### src/rtl/cu_sequencer.sv
// Drives one compute_unit through diff/square/accumulate for every dimension of every centroid,
// then reports the nearest centroid (argmin of squared distance) and its distance.
module cu_sequencer #(
  parameter int unsigned DW     = 8,
  parameter int unsigned NDIM   = 2,
  parameter int unsigned NCLUST = 4,
  localparam int unsigned CW    = (NCLUST > 1) ? $clog2(NCLUST) : 1,
  localparam int unsigned PAW   = (NDIM > 1) ? $clog2(NDIM) : 1,
  localparam int unsigned CAW   = (NCLUST * NDIM > 1) ? $clog2(NCLUST * NDIM) : 1
) (
  input  logic           clk_i,
  input  logic           reset_i,
  input  logic           point_wr_i,
  input  logic [PAW-1:0] point_addr_i,
  input  logic [DW-1:0]  point_data_i,
  input  logic           cent_wr_i,
  input  logic [CAW-1:0] cent_addr_i,
  input  logic [DW-1:0]  cent_data_i,
  input  logic           start_i,
  output logic           busy_o,
  output logic           done_o,
  output logic [CW-1:0]  cluster_o,
  output logic [DW-1:0]  dist_o,
  output logic           cu_enable_o,
  output logic [2:0]     cu_ctrl_o,
  output logic [DW-1:0]  cu_prev_accum_o,
  output logic [DW-1:0]  cu_centroid_o,
  output logic           cu_centroid_valid_o,
  output logic [DW-1:0]  cu_data_o,
  output logic           cu_data_valid_o,
  input  logic [DW-1:0]  cu_res_i
);

  typedef enum logic [2:0] {
    StIdle, StLoad, StDiff, StSqr, StAcc, StCmp, StDone
  } state_e;

  state_e         state_q, state_d;
  logic [CW-1:0]  k_q, k_d;
  logic [PAW-1:0] d_q, d_d;
  logic [DW-1:0]  accum_q, accum_d;
  logic [DW-1:0]  best_q, best_d;
  logic [CW-1:0]  best_k_q, best_k_d;
  logic [CW-1:0]  cluster_q, cluster_d;
  logic [DW-1:0]  dist_q, dist_d;

  logic [DW-1:0]  point_q [NDIM];
  logic [DW-1:0]  point_d [NDIM];
  logic [DW-1:0]  cent_q  [NCLUST*NDIM];
  logic [DW-1:0]  cent_d  [NCLUST*NDIM];

  logic [CAW-1:0] cent_idx;
  logic           last_d, last_k, take_new;
  logic [DW-1:0]  new_best;
  logic [CW-1:0]  new_best_k;
  logic           wr_ok;

  assign cent_idx = CAW'(k_q) * CAW'(NDIM) + CAW'(d_q);
  assign last_d   = (32'(d_q) == NDIM - 1);
  assign last_k   = (32'(k_q) == NCLUST - 1);
  // Strict less-than keeps the lower index on ties.
  assign take_new   = (k_q == '0) || (accum_q < best_q);
  assign new_best   = take_new ? accum_q : best_q;
  assign new_best_k = take_new ? k_q : best_k_q;
  // Host writes only land while idle; writes during a run are dropped.
  assign wr_ok      = (state_q == StIdle) && !reset_i;

  // Register-file write decode, out-of-range addresses ignored.
  always_comb begin
    point_d = point_q;
    cent_d  = cent_q;
    if (wr_ok && point_wr_i && (32'(point_addr_i) < NDIM)) begin
      point_d[point_addr_i] = point_data_i;
    end
    if (wr_ok && cent_wr_i && (32'(cent_addr_i) < NCLUST * NDIM)) begin
      cent_d[cent_addr_i] = cent_data_i;
    end
  end

  // Register files are not reset.
  always_ff @(posedge clk_i) begin
    point_q <= point_d;
    cent_q  <= cent_d;
  end

  // Next-state and compute_unit drive.
  always_comb begin
    state_d             = state_q;
    k_d                 = k_q;
    d_d                 = d_q;
    accum_d             = accum_q;
    best_d              = best_q;
    best_k_d            = best_k_q;
    cluster_d           = cluster_q;
    dist_d              = dist_q;
    done_o              = 1'b0;
    cu_ctrl_o           = 3'b000;
    cu_prev_accum_o     = '0;
    cu_centroid_o       = '0;
    cu_centroid_valid_o = 1'b0;
    cu_data_o           = '0;
    cu_data_valid_o     = 1'b0;
    unique case (state_q)
      StIdle: begin
        if (start_i) begin
          state_d = StLoad;
          k_d     = '0;
          d_d     = '0;
          accum_d = '0;
        end
      end
      StLoad: begin
        cu_data_o           = point_q[d_q];
        cu_data_valid_o     = 1'b1;
        cu_centroid_o       = cent_q[cent_idx];
        cu_centroid_valid_o = 1'b1;
        state_d             = StDiff;
      end
      StDiff: begin
        cu_ctrl_o = 3'b001;
        state_d   = StSqr;
      end
      StSqr: begin
        cu_ctrl_o = 3'b010;
        state_d   = StAcc;
      end
      StAcc: begin
        cu_ctrl_o       = 3'b100;
        cu_prev_accum_o = accum_q;
        accum_d         = cu_res_i;
        if (last_d) begin
          state_d = StCmp;
        end else begin
          d_d     = d_q + PAW'(1);
          state_d = StLoad;
        end
      end
      StCmp: begin
        best_d   = new_best;
        best_k_d = new_best_k;
        if (last_k) begin
          // Publish directly so the result is visible during the done cycle.
          cluster_d = new_best_k;
          dist_d    = new_best;
          state_d   = StDone;
        end else begin
          k_d     = k_q + CW'(1);
          d_d     = '0;
          accum_d = '0;
          state_d = StLoad;
        end
      end
      StDone: begin
        done_o  = 1'b1;
        state_d = StIdle;
      end
      default: state_d = StIdle;
    endcase
  end

  // Control state with synchronous reset.
  always_ff @(posedge clk_i) begin
    if (reset_i) begin
      state_q   <= StIdle;
      k_q       <= '0;
      d_q       <= '0;
      accum_q   <= '0;
      best_q    <= '0;
      best_k_q  <= '0;
      cluster_q <= '0;
      dist_q    <= '0;
    end else begin
      state_q   <= state_d;
      k_q       <= k_d;
      d_q       <= d_d;
      accum_q   <= accum_d;
      best_q    <= best_d;
      best_k_q  <= best_k_d;
      cluster_q <= cluster_d;
      dist_q    <= dist_d;
    end
  end

  assign busy_o      = (state_q != StIdle);
  assign cu_enable_o = busy_o;
  assign cluster_o   = cluster_q;
  assign dist_o      = dist_q;

endmodule

### config.mk
export PLATFORM = sky130hd
export DESIGN_NAME = cu_sequencer
export DESIGN_NICKNAME = d
export VERILOG_FILES = /design/src/rtl/cu_sequencer.sv
export SDC_FILE = /design/constraint.sdc
export NUM_CORES = 1
export LEC_CHECK = 0
export ABC_CLOCK_PERIOD_IN_PS = 2200
export BUFFER_PORTS_ARGS = -buffer_cell sky130_fd_sc_hd__buf_2
export CAP_MARGIN = 20
export CORE_AREA = 5 5 111 113
export CTS_CLUSTER_SIZE = 30
export DETAILED_ROUTE_END_ITERATION = 16
export DIE_AREA = 0 0 116 118
export GPL_TIMING_DRIVEN = 0
export PLACE_DENSITY = 0.63
export REMOVE_ABC_BUFFERS = 1
export SYNTH_ARGS = -nofsm -noshare
export SYNTH_HDL_FRONTEND = slang
export SYNTH_SLANG_ARGS = --single-unit
### constraint.sdc
create_clock -name clk_i -period 2.2 [get_ports clk_i]
set_clock_uncertainty 0.2 [all_clocks]
set_input_delay 0.44 -clock clk_i [delete_from_list [all_inputs] [get_ports clk_i]]
set_output_delay 0.44 -clock clk_i [all_outputs]
set_load 0.1 [all_outputs]
# Word-level counts from Yosys, hierarchy flattened
# Index checks and enable logic that the tools add are counted.
[totals]
wordCells = 90
out_inout_bits = 42
register_bits = 114
[classes]
reduce_logical = 15
muxes = 34
magnitude_cmp = 7
n_addsub = 3
eq_ne = 9
bitwise_logic = 4
[ops]
columns = ["operator", "count"]
rows = [
  ["$mux 8", 13],
  ["$bwmux 64", 1],
  ["$bmux 8 s3", 1],
  ["$demux 8 s3", 1],
  ["$pmux 8 s3", 1],
  ["$pmux 3 s6", 1],
  ["$bwmux 16", 1],
  ["$eq 3x3->1 const B", 3],
  ["$mux 3", 3],
  ["$pmux 3 s3", 1],
  ["$demux 8 s1", 1],
  ["$ge 4x4->1 const B", 2],
  ["$lt 8x8->1", 1],
  ["$not 3->4", 2],
  ["$eq 3x2->1 const B", 2],
  ["$mux 2", 3],
  ["$reduce_and 3->1", 2],
  ["$reduce_bool 3->1", 2],
  ["$logic_and 1x1->1", 5],
  ["$mux 1", 5],
  ["$ge 2x2->1 const B", 2],
  ["$lt 4x1->1 const B", 1],
  ["$ne 2x2->1 const B", 2],
  ["$not 1->2", 2],
  ["14 further kinds", 14],
]

# Depth between registers and ports, before layout
# Gate-level depths: netlist of run 1.
[logic_depth]
ltp_word = 6
ltp_mapped = 8
mapped_depth_nobuf = 7

# Worst setup path before layout of run 1
# OpenSTA, ideal clock, no wires.
[synth_timing]
kind = "reg2out"
from = "register state_q[1]"
to = "output cu_ctrl_o[0]"
path_stages_with_launch = 3
setup_slack_ns = -1.169
path_buffers = 1
arrival_ns = 2.729
path_cell_list = "dfxtp_1 -> buf_4 -> nor3b_1"
[synth_via]
elab_chain_cells = 2
elab_cells_between_ends = 4
cone_classes = "3 x eq/ne; 1 x mux"
[synth_rtl]
columns = ["element", "line_no", "rtl"]
rows = [
  ["from (decl)", "38", "state_e state_q, state_d;"],
  ["from (signal assigned)", "164", "state_q <= StIdle;"],
  ["from (signal assigned)", "173", "state_q <= state_d;"],
  ["$eq 3x3->1 / $eq 3x2->1 (equally long branches)", "103", "unique case (state_q)"],
  ["$pmux 3 s3 (*)", "103", ""],
  ["to (decl)", "25", "output logic [2:0] cu_ctrl_o,"],
]
# Every way passes the cells marked *; elsewhere a longest branch is shown, timed or not.

# Final worst setup path of run 1
[layout_timing]
from = "register d_q"
to = "output cu_centroid_o[5]"
[layout_via]
elab_chain_cells = 6
[layout_rtl]
columns = ["element", "line_no", "rtl"]
rows = [
  ["from (decl)", "40", "logic [PAW-1:0] d_q, d_d;"],
  ["from (signal assigned)", "166", "d_q <= '0;"],
  ["from (signal assigned)", "175", "d_q <= d_d;"],
  ["$add 3x1->3", "58", "assign cent_idx = CAW'(k_q) * CAW'(NDIM) + CAW'(d_q);"],
  ["$not 3->4 (implied by the code)", "115", "cu_centroid_o = cent_q[cent_idx];"],
  ["$bmux 8 s3", "115", ""],
  ["$mux 8 (implied by the code) (2 in a row)", "115", ""],
  ["$mux 8", "103", ""],
  ["to (decl)", "27", "output logic [DW-1:0] cu_centroid_o,"],
]
# Every way passes these cells. The select of a mux whose other input is x is not followed.

==> results.md, run 1 <==
- Final setup viols: 23
- Max Cap Violations: 0
- R2r worst-path depth: 5
- Post-synth cell types: a little over 40
- Clock network power share: between 40% and 50%
- Drt pass-1 iters: 4
- Internal: about 4.3 mW
- Max-slew violations: 0
- GP Congestion: between 0.7 and 0.8
- Total core area: ~11000 um^2
- CTS Sinks: about 110
- Worst R2R Start: state_q[1]
- Fin Setup TNS: -3.27 ns
- Period Utilization, post-route: 112%
- CP Capture Type: output pin
- CTS buffer count: 17
- Root buffer cell: clkbuf_16
- CTS tree: yes
- RSZ-0062 raised after global routing: true
- DIE AREA: roughly 14000 um^2
- PortBufs: 74
- Post-route minimum period: roughly 2.5 ns
- Core Rows: 39
- H-tree Lvls: 4
- Vias per std cell: between 5 and 6
- Max Clk Rate: about 410 MHz
- Worst Path Required: 1.56 ns
- Seq cells post-synth: between 100 and 150
- Largest net degree at the start of global routing: 47
- P_sw: approximately 1.4 mW
- WP data arrival: around 1.8 ns
- Sequential area share after synthesis: 62.6%
- Worst Hold Endpoint: point_q[1]
- Dpl hpwl: around 6.5 mm
- Post-synth EDFFs: 80
- Clock Path Buffers: 2
- DIE WIDTH: 116 um
- Max IR drop VDD: between 0.0006 and 0.0007 V
- Post-route ant nets: 0
- Clk_lat worst skew: 0.41 ns
- Power, Total: 5.74 mW
- Layout cells sized above 1: between 40% and 50%
- Most used DFF post-synth: edfxtp_1
- Initial antenna violation count: 0
- Actual slew at the worst max-slew pin: roughly 0.8 ns
- CP Class: reg2out
- # nets final: between 500 and 600
- DRC Markers: 0
- Max FO, Critical Path: 7
- Die H: ~120 um
- Pleak: 2.56 nW
- Vias in the first global route: between 3000 and 4000
- Switching Share: about 24%
- Asr flop ratio synth: 0%
- Status: finished with violations
- Clk pin slew, worst setup/hold paths: 0.05 ns
- Top Ports: between 70 and 80
- Global-route wire length before repair: ~18 mm
- Flop pwr share: about two fifths
- Hold path start: point_data_i[1]
- Cell Area, Synth: just under 5000 um^2
- Total number of yosys warnings: 0
- Gr ovfl total: 0
- Flop2flop setup slack: -0.12 ns
- Global Route Usage Sum: around 18%
- Initial Utilization: 43.9%
- Max-slew headroom: around 46%
- Avg Inst Size Synth: about 14 um^2
- Area Growth Syn to Fin: 46.3%
- Wire per inst: between 15 and 20 um
- Hold Path Stages: 1
- Post-route setup slack: -0.261 ns
- Reg-to-reg endpoint: cent_q[54]
- Antenna cells: 0
- Cell Pwr Density: ~800 nW/um^2
- Hold crit path type: in2reg
- Combinational share of power: between 10% and 20%
- Mapped Cells: 360
- CP startpoint kind: flip-flop
- Total routed wirelength: 12.0 mm
- Fillers: just over 800
- Iteration-0 DRC Markers: approximately 210
- Failing checks: setup timing
- Vias: roughly 3300
- Fin. Hold Viols: 0
-- how the worst max path moves through the flow --
stage               startpoint          endpoint  slack [ns]  cells after the start
detailed placement      k_q[1]       best_k_q[1]       -0.85                      6
CTS                        d_q  cu_centroid_o[3]       -0.30                      5
finish                     d_q  cu_centroid_o[5]       -0.26                      5
global placement           d_q  cu_centroid_o[3]       -1.15                      4
floorplan                  d_q  cu_centroid_o[0]       -1.52                      3
global route               d_q  cu_centroid_o[5]       -0.32                      5
-- synthesized netlist by cell type (2+ instances only) --
library cell | instances | area [um^2]
edfxtp_1 | 80 | 2400
nor2_1 | 43 | 161
dfxtp_1 | 34 | 681
mux2i_1 | 28 | 280
nand2b_1 | 25 | 156
nand2_1 | 24 | 90.1
mux4_2 | 16 | 360
a21oi_1 | 15 | 75.1
a211oi_1 | 11 | 82.6
a22oi_1 | 9 | 67.6
and3_1 | 9 | 56.3
ha_1 | 9 | 113
inv_1 | 9 | 33.8
buf_4 | 7 | 52.6
buf_2 | 6 | 30.0
clkbuf_1 | 6 | 22.5
nor3b_1 | 3 | 22.5
buf_6 | 2 | 22.5
o21ai_0 | 2 | 10.0
-- power groups by stage --
stage,logic [mW],registers [mW],clock network [mW]
global route,0.695,2.34,2.89
finish,0.670,2.34,2.73
CTS,0.601,2.34,2.77
floorplan,0.311,2.38,0
detailed placement,0.435,2.39,0
global placement,0.427,2.39,0
-- per-stage QoR --
stage,std cells,util [%],instance area [um^2],hold WS [ns],setup WS (ns)
6_report,638,64.2,7210,0.0215,-0.261
5_1_grt,638,64.2,7210,0.00438,-0.325
4_1_cts,610,59.6,6680,0.00433,-0.295
3_5_place_dp,554,47.5,5330,0.284,-0.851
3_3_place_gp,553,47.3,5310,0.258,-1.15
2_1_floorplan,336,-,4760,0.248,-1.52
-- area by class of cell --
class,instances,area (um^2),area share [%]
Clock inverter,13,161,2.24
Multi-Input combinational cell,214,1970,27.4
Clock buffer,19,433,6.01
Timing Repair Buffer,124,1300,18.1
Tap cell,143,179,2.48
Sequential cell,114,3110,43.1
Inverter,11,50.0,0.694
-- flip-flops by register name, summed over array words and instances (netlist names) --
name,cells
accum_q,8
best_q,8
point_q,16
cluster_o,2
d_q,1
k_q,2
best_k_q,2
dist_o,8
cent_q,64
state_q,3
-- timing repair --
item | CTS | global route
gates resized for setup | 133 | 70
setup endpoints to repair | 137 | 89
hold buffers | 0 | 0
pin swaps | 9 | 20
buffers inserted | 22 | 26
gates cloned | 2 | 2
hold endpoints to repair | 0 | 0
-- placed cells by master (no fill, tap or decap), types with 10 or more instances in the layout --
cell / Yosys / routed
buf_12: 1 / 32
mux2i_1: 28 / 26
nor2_1: 43 / 28
mux4_2: 16 / 16
a211oi_1: 11 / 10
nand2b_1: 25 / 24
dfxtp_1: 34 / 26
nand2_1: 24 / 14
edfxtp_1: 80 / 80
buf_4: 7 / 35
nor2_4: 1 / 12
clkbuf_16: 0 / 18
buf_2: 6 / 43
-- worst max-delay path, stage by stage, from the launching register on --
cell     delay (ns)
dfxtp_4        0.40
buf_12         0.15
mux4_2         0.54
nand2_4        0.09
a21oi_4        0.06
buf_12         0.17
-- metal layers --
| layer | vias to the layer above | share of wire [%] | GRT usage (%) |
|---|---|---|---|
| met3 | 12 | 4.5 | 4.73 |
| met1 | 1646 | 42 | 21.6 |
| met2 | 85 | 51 | 28.6 |
| met4 | 0 | 1.7 | 8.19 |
| li1 | 1580 | - | - |
| met5 | - | 0 | 0 |
-- kinds of logic (layout without fill, tap and decap cells) --
family          count (synthesis)  in the layout  share of synthesized area (%)
buf+inv                        35            167                           4.09
mux                            44             44                           13.0
fa+ha+maj                       9              9                           2.29
compound gates                 42             43                           5.74
flops                         114            114                           62.6
simple gates                  116            118                           12.3
Power figures use the tool's default switching activity.
==> inputs of run 2 (changes only) <==
--- a/config.mk
+++ b/config.mk
@@ -8,12 +8,12 @@
 export ABC_CLOCK_PERIOD_IN_PS = 2200
 export BUFFER_PORTS_ARGS = -buffer_cell sky130_fd_sc_hd__buf_2
 export CAP_MARGIN = 20
-export CORE_AREA = 5 5 111 113
+export CORE_AREA = 5 5 122 124
 export CTS_CLUSTER_SIZE = 30
 export DETAILED_ROUTE_END_ITERATION = 16
-export DIE_AREA = 0 0 116 118
+export DIE_AREA = 0 0 127 129
 export GPL_TIMING_DRIVEN = 0
-export PLACE_DENSITY = 0.63
+export PLACE_DENSITY = 0.53
 export REMOVE_ABC_BUFFERS = 1
 export SYNTH_ARGS = -nofsm -noshare
 export SYNTH_HDL_FRONTEND = slang
==> results.md, run 2 (synthesis gave the netlist of run 1 again) <==
- Status: finished with violations
- Failing checks: setup timing
- H-tree Lvls: 4 (unchanged)
- CTS Sinks: 114 (unchanged)
- Area Growth Syn to Fin: 45.1%
- R2r worst-path depth: 5 (unchanged)
- Vias per std cell: 4.87 (-6.6%)
- CTS buffer count: 17 (unchanged)
- Reg-to-reg endpoint: cent_q[39]
- Vias in the first global route: 3261 (-2.4%)
- Period Utilization, post-route: 113% (+0.80 points)
- Regs by FF count: cent_q: 64 flops, point_q: 16 flops
- Clock Path Buffers: 2 (unchanged)
- Global-route wire length before repair: 17.9 mm (+0.58%)
- Layout cells sized above 1: 45.9% (-2.0 points)
- Initial Utilization: 36.0% (-7.8 points)
- Post-route ant nets: 0 (unchanged)
- Placement Setup Slack: -0.929 ns (-0.0788 ns)
- Register area: 3110 um^2 (about the same)
- Worst R2R Start: state_q[0]
- Dpl hpwl: 6.54 mm (about the same)
- Post-Place Cells: 592 (+6.9%)
- Max FO, Critical Path: 7 (unchanged)
- Vias: 3245 (-2.3%)
- Fillers: 1148 (+40%)
- Clk pin slew, worst setup/hold paths: 0.05 ns (about the same)
- Fin. Hold Viols: 0 (unchanged)
- Actual slew at the worst max-slew pin: 0.792 ns (-0.0143 ns)
- Final setup viols: 84 (+270%)
- Post-layout util: 52.3% (-12 points)
- DIE WIDTH: 127 um (+9.5%)
- Global Route Usage Sum: 14.7% (-2.9 points)
- Post-route setup slack: -0.279 ns (-0.0176 ns)
- Cell Pwr Density: 800 nW/um^2 (+0.44%)
- RSZ-0062 raised after global routing: true
- Clk_lat worst skew: 0.42 ns (about the same)
- DRC Markers: 0 (unchanged)
- Max-slew violations: 0 (unchanged)
- Commonest non-fill, non-tap cell in the layout: edfxtp_1
- Gr ovfl total: 0 (unchanged)
- Drt pass-1 iters: 5 (+1)
- Multi-input gate area: 1950 um^2 (-1.1%)
- Core Rows: 43 (+10%)
- Worst Path Required: 1.56 ns (about the same)
- Largest Register: cent_q
- Post-route minimum period: 2.48 ns (+0.0176 ns)
- PortBufs: 74 (unchanged)
- WP data arrival: 1.84 ns (+0.02 ns)
- Max-slew headroom: 47.2% (+0.95 points)
- Max IR drop VDD: 0.000867 V (+40%)
- Flop2flop setup slack: -0.08 ns (+0.04 ns)
- CP startpoint kind: flip-flop
- CTS tree: yes
- GP Congestion: 0.683 (-7.3%)
- Hold Path Stages: 1 (unchanged)
- Total routed wirelength: 11.7 mm (-2.5%)
- Max Clk Rate: 403 MHz (-0.71%)
- Worst Hold Endpoint: point_q[1]
- Hold crit path type: in2reg
- DIE AREA: 16400 um^2 (+20%)
- Hold path start: point_data_i[1]
- Max Cap Violations: 0 (unchanged)
- CP Class: reg2out
- Total core area: 13700 um^2 (+22%)
- Root buffer cell: clkbuf_16
- Die H: 129 um (+9.3%)
- CP Capture Type: output pin
- Wire per inst: 17.6 um (-6.7%)
- Iteration-0 DRC Markers: 210 (-0.94%)
- Initial antenna violation count: 0 (unchanged)
- Commonest cells after routing, fill and taps aside: edfxtp_1, buf_2, nor2_1, dfxtp_1, nand2b_1
- Pleak: 2.50 nW (-2.4%)
- # nets final: 516 (-1.5%)
- Max reg flops: 64 (unchanged)
- Largest net degree at the start of global routing: 47 (unchanged)
- Top Ports: 75 (unchanged)
- Final non-filler cell total: 667 (+4.5%)
run 2: cell types whose count changed in the layout (fill, tap and decap cells not counted), sizes merged:
| cell | previous run | this run |
|---|---|---|
| diode | 0 | 1 |
| buf | 122 | 109 |
| nand2b | 26 | 27 |
| clkinvlp | 3 | 4 |
| clkinv | 8 | 7 |
| o2bb2ai | 2 | 1 |
| clkbuf | 21 | 22 |
| dlygate4sd3 | 0 | 3 |
run 2: layer usage:
layer / track usage [%] / vias up / wire [um]
met5: 0 / - / 0
met4: 5.49 / 0 / 122
met3: 5.06 / 11 / 646
met2: 23.9 / 76 / 5890
met1: 18.2 / 1585 / 5060
li1: - / 1573 / -
run 2: how the worst max path moves through the flow:
stage,slack [ns],from,endpoint
6_report,-0.28,d_q,cu_centroid_o[5]
4_1_cts,-0.32,d_q,cu_centroid_o[5]
3_3_place_gp,-1.20,d_q,cu_centroid_o[3]
2_1_floorplan,-1.52,d_q,cu_centroid_o[0]
5_1_grt,-0.35,d_q,cu_centroid_o[6]
3_5_place_dp,-0.93,k_q[1],dist_o[1]
run 2: metrics by stage:
step                hold slack, ns  setup TNS, ns  cell area, um^2  power (mW)
floorplan                    0.248         -46.98             4760        2.69
global placement             0.259         -77.94             5360        2.82
detailed placement           0.269         -62.84             5400        2.83
CTS                       0.000845          -4.40             6720        5.69
global route               0.00303         -12.16             7140        5.92
finish                      0.0142          -6.61             7150        5.72
run 2: repair_timing:
action | CTS | global route
endpoints found under the setup margin | 129 | 82
gates resized for setup | 131 | 59
pin swaps | 15 | 14
hold endpoints to repair | 0 | 6
gates cloned | 3 | 3
setup buffers | 22 | 12
hold buffers | 0 | 3
run 2: critical path: stages, from the launching register on:
cell and delay [ns]:
dfxtp_4 0.43, buf_12 0.16, mux4_2 0.51, nand2_2 0.09
a21oi_2 0.07, buf_12 0.17
run 2: cell type report:
| class | instances | share of cell area, % |
|---|---|---|
| clock buffers | 18 | 6.01 |
| clock inverters | 13 | 2.29 |
| diodes | 1 | 0.0350 |
| flip-flops and latches | 114 | 43.5 |
| repair buffers | 116 | 17.1 |
| multi-input cells | 214 | 27.3 |
| well taps | 180 | 3.15 |
| inverters | 11 | 0.648 |
run 2: power breakdown:
| group | internal, mW | switching [mW] |
|---|---|---|
| Sequential | 2.32 | 0.0188 |
| Combinational | 0.212 | 0.417 |
| Clock | 1.77 | 0.979 |
| Total | 4.30 | 1.42 |
